$ cat config.mk
export PLATFORM = sky130hd
export DESIGN_NAME = fp_mult_pipe
export DESIGN_NICKNAME = d
export VERILOG_FILES = /design/src/rtl/fp_mult_pipe.sv
export SDC_FILE = /design/constraint.sdc
export NUM_CORES = 2
export LEC_CHECK = 0
export CORE_MARGIN = 1.5
export CORE_UTILIZATION = 45
export DETAILED_ROUTE_END_ITERATION = 8
export MAX_ROUTING_LAYER = met4
export PLACE_DENSITY = 0.73
export REMOVE_ABC_BUFFERS = 1
export SYNTH_ARGS = -nofsm -noshare
export SYNTH_HDL_FRONTEND = slang
export SYNTH_SLANG_ARGS = --single-unit
$ cat constraint.sdc
create_clock -name clk -period 6.8 [get_ports clk]
set_input_delay 0.68 -clock clk [delete_from_list [all_inputs] [get_ports clk]]
set_output_delay 0.68 -clock clk [all_outputs]
set_load 0.1 [all_outputs]
$ cat src/rtl/fp_mult_pipe.sv
// Three-stage floating-point multiplier: flush-to-zero inputs, six rounding modes, IEEE-style exception flags.
// Latency is 3 cycles at 1 result/cycle; a held output (out_valid && !out_ready) freezes every stage.
module fp_mult_pipe #(
  parameter int EXP_W = 8,
  parameter int MAN_W = 23,
  parameter int TAG_W = 4
) (
  input  logic                 clk,
  input  logic                 rst,
  input  logic                 in_valid,
  output logic                 in_ready,
  input  logic [EXP_W+MAN_W:0] a,
  input  logic [EXP_W+MAN_W:0] b,
  input  logic [2:0]           rnd,
  input  logic [TAG_W-1:0]     in_tag,
  output logic                 out_valid,
  input  logic                 out_ready,
  output logic [EXP_W+MAN_W:0] z,
  output logic [7:0]           status,
  output logic [TAG_W-1:0]     out_tag
);
  localparam int W  = 1 + EXP_W + MAN_W;
  localparam int EW = EXP_W + 2;
  localparam int PW = 2 * (MAN_W + 1);
  localparam logic signed [EW-1:0] BIAS    = EW'((1 << (EXP_W - 1)) - 1);
  localparam logic signed [EW-1:0] EXP_MAX = EW'((1 << EXP_W) - 2);
  localparam logic signed [EW-1:0] EXP_ONE = EW'(1);

  logic advance;
  assign advance  = !out_valid || out_ready;
  assign in_ready = advance;

  // S1: unpack and classify
  logic [EXP_W-1:0] ea, eb;
  logic [MAN_W-1:0] fa, fb;
  logic a_zero, b_zero, a_inf, b_inf, a_nan, b_nan;
  assign ea     = a[W-2:MAN_W];
  assign eb     = b[W-2:MAN_W];
  assign fa     = a[MAN_W-1:0];
  assign fb     = b[MAN_W-1:0];
  assign a_zero = (ea == '0);
  assign b_zero = (eb == '0);
  assign a_inf  = (&ea) && (fa == '0);
  assign b_inf  = (&eb) && (fb == '0);
  assign a_nan  = (&ea) && (fa != '0);
  assign b_nan  = (&eb) && (fb != '0);

  logic                 s1_valid, s1_sign, s1_nan, s1_inf, s1_zero;
  logic signed [EW-1:0] s1_exp;
  logic [MAN_W:0]       s1_ma, s1_mb;
  logic [2:0]           s1_rnd;
  logic [TAG_W-1:0]     s1_tag;

  // S2: mantissa product and normalise to 1.x with guard/sticky
  logic [PW-1:0] prod;
  logic          prod_hi;
  assign prod    = PW'(s1_ma) * PW'(s1_mb);
  assign prod_hi = prod[PW-1];

  logic                 s2_valid, s2_sign, s2_nan, s2_inf, s2_zero, s2_guard, s2_sticky;
  logic signed [EW-1:0] s2_exp;
  logic [MAN_W:0]       s2_mant;
  logic [2:0]           s2_rnd;
  logic [TAG_W-1:0]     s2_tag;

  // S3: round, renormalise on carry-out, then resolve exceptions
  logic                 inc, toward_sign, carry, ovf_inf, unf_min;
  logic [MAN_W+1:0]     rounded;
  logic signed [EW-1:0] exp_f;
  logic [MAN_W-1:0]     frac_f;
  logic [W-1:0]         res_z;
  logic                 f_inexact, f_huge, f_tiny, f_nan, f_inf, f_zero;

  always_comb begin
    toward_sign = (s2_rnd == 3'b010 && !s2_sign) || (s2_rnd == 3'b011 && s2_sign);
    case (s2_rnd)
      3'b001:         inc = 1'b0;
      3'b010, 3'b011: inc = toward_sign && (s2_guard || s2_sticky);
      3'b100:         inc = s2_guard;
      3'b101:         inc = s2_guard || s2_sticky;
      default:        inc = s2_guard && (s2_sticky || s2_mant[0]);
    endcase
    ovf_inf = (s2_rnd == 3'b010 || s2_rnd == 3'b011) ? toward_sign : (s2_rnd != 3'b001);
    unf_min = (s2_rnd == 3'b101) || toward_sign;
  end

  assign rounded = {1'b0, s2_mant} + {{(MAN_W + 1){1'b0}}, inc};
  assign carry   = rounded[MAN_W+1];
  assign exp_f   = s2_exp + {{(EW - 1){1'b0}}, carry};
  assign frac_f  = carry ? rounded[MAN_W:1] : rounded[MAN_W-1:0];

  always_comb begin
    res_z     = '0;
    f_inexact = 1'b0;
    f_huge    = 1'b0;
    f_tiny    = 1'b0;
    f_nan     = 1'b0;
    f_inf     = 1'b0;
    f_zero    = 1'b0;
    if (s2_nan) begin
      res_z = {1'b0, {EXP_W{1'b1}}, 1'b1, {(MAN_W - 1){1'b0}}};
      f_nan = 1'b1;
    end else if (s2_inf) begin
      res_z = {s2_sign, {EXP_W{1'b1}}, {MAN_W{1'b0}}};
      f_inf = 1'b1;
    end else if (s2_zero) begin
      res_z  = {s2_sign, {(W - 1){1'b0}}};
      f_zero = 1'b1;
    end else if (exp_f > EXP_MAX) begin
      f_huge    = 1'b1;
      f_inexact = 1'b1;
      f_inf     = ovf_inf;
      res_z     = ovf_inf ? {s2_sign, {EXP_W{1'b1}}, {MAN_W{1'b0}}}
                          : {s2_sign, {(EXP_W - 1){1'b1}}, 1'b0, {MAN_W{1'b1}}};
    end else if (exp_f < EXP_ONE) begin
      f_tiny    = 1'b1;
      f_inexact = 1'b1;
      f_zero    = !unf_min;
      res_z     = unf_min ? {s2_sign, {(EXP_W - 1){1'b0}}, 1'b1, {MAN_W{1'b0}}}
                          : {s2_sign, {(W - 1){1'b0}}};
    end else begin
      res_z     = {s2_sign, exp_f[EXP_W-1:0], frac_f};
      f_inexact = s2_guard || s2_sticky;
    end
  end

  always_ff @(posedge clk) begin
    if (rst) begin
      s1_valid  <= 1'b0;
      s2_valid  <= 1'b0;
      out_valid <= 1'b0;
      z         <= '0;
      status    <= '0;
      out_tag   <= '0;
    end else if (advance) begin
      s1_valid  <= in_valid;
      s2_valid  <= s1_valid;
      out_valid <= s2_valid;
      if (s2_valid) begin
        z       <= res_z;
        status  <= {2'b00, f_inexact, f_huge, f_tiny, f_nan, f_inf, f_zero};
        out_tag <= s2_tag;
      end
    end
  end

  // Datapath registers need no reset: their valids gate everything downstream
  always_ff @(posedge clk) begin
    if (advance) begin
      s1_sign   <= a[W-1] ^ b[W-1];
      s1_nan    <= a_nan || b_nan || (a_inf && b_zero) || (b_inf && a_zero);
      s1_inf    <= a_inf || b_inf;
      s1_zero   <= a_zero || b_zero;
      s1_exp    <= $signed({2'b00, ea}) + $signed({2'b00, eb}) - BIAS;
      s1_ma     <= {1'b1, fa};
      s1_mb     <= {1'b1, fb};
      s1_rnd    <= rnd;
      s1_tag    <= in_tag;
      s2_sign   <= s1_sign;
      s2_nan    <= s1_nan;
      s2_inf    <= s1_inf;
      s2_zero   <= s1_zero;
      s2_exp    <= s1_exp + {{(EW - 1){1'b0}}, prod_hi};
      s2_mant   <= prod_hi ? prod[PW-1:MAN_W+1] : prod[PW-2:MAN_W];
      s2_guard  <= prod_hi ? prod[MAN_W] : prod[MAN_W-1];
      s2_sticky <= prod_hi ? |prod[MAN_W-1:0] : |prod[MAN_W-2:0];
      s2_rnd    <= s1_rnd;
      s2_tag    <= s1_tag;
    end
  end
endmodule

==> flow_summary.yaml <==
min_path:
  hold_class: "flip-flop to flip-flop"
  min_delay_path_depth: 0
finish:
  layout_common_cells: "inv_1, fa_1, nand2_1"
  area_delta_synth_final_pct: 21.80
  layout.nets: 3870
  drive_gt1_frac: 0.1565
  fin_util: 0.5581
  stdcell_area_um2: 31710
  layout_commonest_cell: "inv_1"
  antenna_cells: 0
grt:
  grt_pass1_wl_mm: 111.6
  gr-total-overflow: 0
  track_usage: 0.2490
  grt_pass1_vias: 21333
  grt_max_degree: 72
  antenna_found_initial: 1
synth:
  postSynthAreaPerCell_um2: 9.372
  synth.area.top_cells: "fa_1, edfxtp_1, ha_1"
  yosys.area.top_type: "fa_1"
  ys.flop_type: "edfxtp_1"
  synth_xor_area_frac: 0.03032
  synth_top_family_by_area: "adder cells"
  synth_edf_count: 114
  synthSimpleGateAreaFrac: 0.1579
  ys_ff_latch: 159
  syn_area_um2: 26030
  async_flop_share: 0
  muxShareOfSynthArea: 0.01389
  synth-adder-area-share: 0.4646
  synth_compound_area_frac: 0.06300
  syn_inst: 2778
  yosysSeqAreaShare: 0.1661
  synth_top_area_frac: 0.3714
  ys_types: 71
  yosysWarnings: 0
routing:
  drtAntennaViolNets: 0
  via_per_inst: 5.210
  wl_per_cell_um: 17.95
  finalWirelength_mm: 69.79
  firstDrtPassIters: 5
  drc: 0
  drtIter0Drc: 1511
  vias: 20250
critical_path:
  crit_fanout: 6
  criticalPathCategory: "flip-flop to flip-flop"
  crit_top_cell: "fa_1"
  crit_slowest_cell: "fa_2"
  cp-end-kind: "flip-flop"
  setup.worst_path.start_class: "flip-flop"
  cp.required_ns: 7.03
  slowest_delay_ns: 0.60
  cp.arrival_ns: 7.63
  r2r_cells: 25
run_status:
  status: "finished, violations left"
  violations: "setup timing"
timing:
  max_freq_ghz: 0.1351
  fin_ws_ns: -0.6006
  hold_ws_ns: 0.4224
  fin_skew_ns: 0.02050
  post-route-min-period_ns: 7.401
  worst_pin_slew_ns: 1.132
  slew_headroom: 0.2397
  fin_tns_setup_ns: -18.84
  finalSetupViolCount: 36
  hold_violations: 0
  rsz0062_at_grt: "yes"
  fin_crit_sh: 1.088
  drv_slew: 0
clock_network:
  cts_root_buf: "clkbuf_16"
  clock-sinks: 159
  cts.reportedPaths.clkPinSlew_ns: 0.08
  h-tree-depth: 4
  cts_tree: "built"
  clock_latency_ns: 0.47
  cts_max_path_buffers: 2
  cts_buffers: 17
place:
  globalplace.congestion: 0.9486
  portBuffers: 118
  dp_hpwl_mm: 57.40
  dpl-instance-area_um2: 29860
flow_run:
  maxCapViolCount: 0
die:
  io_pins: 121
  die_area_um2: 59310
  die_width_um: 243.5
  core-area_um2: 56820
  die_h_um: 243.5
  start_util: 0.4582
  rows: 87
worst paths after layout:
path,start,end,slack (ns)
max,s1_ma[10],s2_mant[9],-0.60
min,s1_nan,s2_nan,0.42
max reg2reg,s1_ma[10],s2_mant[9],-0.60
min reg2reg,s1_nan,s2_nan,0.42
worst max-delay path: cells and delay by family, from the launching register on:
kind / cells / cell delay [ns]
AO/OA/AOI/OAI: 4 / 1.06
buffers and inverters: 7 / 0.86
XOR/XNOR: 1 / 0.15
AND/OR/NAND/NOR: 4 / 0.46
flip-flops: 1 / 0.52
multiplexers: 1 / 0.30
adder cells (fa/ha/maj): 8 / 3.80
cell usage after synthesis, types with 7 or more instances:
library cell,number
a211oi_1,10
a21o_1,21
a21oi_1,88
a22oi_1,24
a31oi_1,12
and2_1,220
and3_1,14
clkbuf_1,119
dfxtp_1,45
edfxtp_1,114
fa_1,483
ha_1,194
inv_1,578
mux2_1,7
mux2_4,12
mux2i_1,8
nand2_1,362
nand2b_1,9
nand3_1,34
nand4_1,20
nor2_1,131
nor2b_1,9
nor3_1,22
nor4_1,18
o21ai_0,37
o21ai_1,15
o21bai_1,9
xnor2_1,56
xor2_1,31
registers in the layout (all words and copies together) (netlist names), 6 cells and up:
register  flops
z            32
s2_mant      24
s1_ma        23
s1_mb        23
s1_exp       10
s2_exp       10
status        6
stage by stage:
step / worst slack (ns) / cells
detailed placement: -0.7792 / 3797
global placement: -0.6186 / 3797
CTS: -0.4487 / 3857
floorplan: -1.039 / 2649
global route: -0.7711 / 3887
finish: -0.6006 / 3887
cell type report:
type	count	area (µm²)
clock buffer	17	425.4
sequential	159	4324
clock inverter	15	203.9
timing repair buffer	450	4093
tap	756	945.9
fill	4769	25110
inverter	581	2181
multi-input combinational	1909	19540
what timing repair did:
action | CTS | global route
pin swaps | 43 | 62
gates cloned | 0 | 1
setup buffers | 29 | 30
setup endpoints to repair | 36 | 36
gates resized for setup | 82 | 82
hold buffers | 0 | 0
layer usage:
layer  vias up  track usage  part of all wire
li1       9211            -                 -
met1     10180       0.3050              0.39
met2       686       0.4133              0.49
met3       173      0.03283             0.066
met4         0       0.1088             0.046
met5         -            -                 0
cells by family after synthesis:
group                    after synthesis
AND/OR/NAND/NOR                      860
buffers and inverters                711
adder cells (fa/ha/maj)              677
AO/OA/AOI/OAI                        253
flip-flops                           159
XOR/XNOR                              88
multiplexers                          29
other                                  1
Power is left out: the tool's default activity adds up to more than one toggle a clock period on the data nets, which glitch-free logic cannot reach.
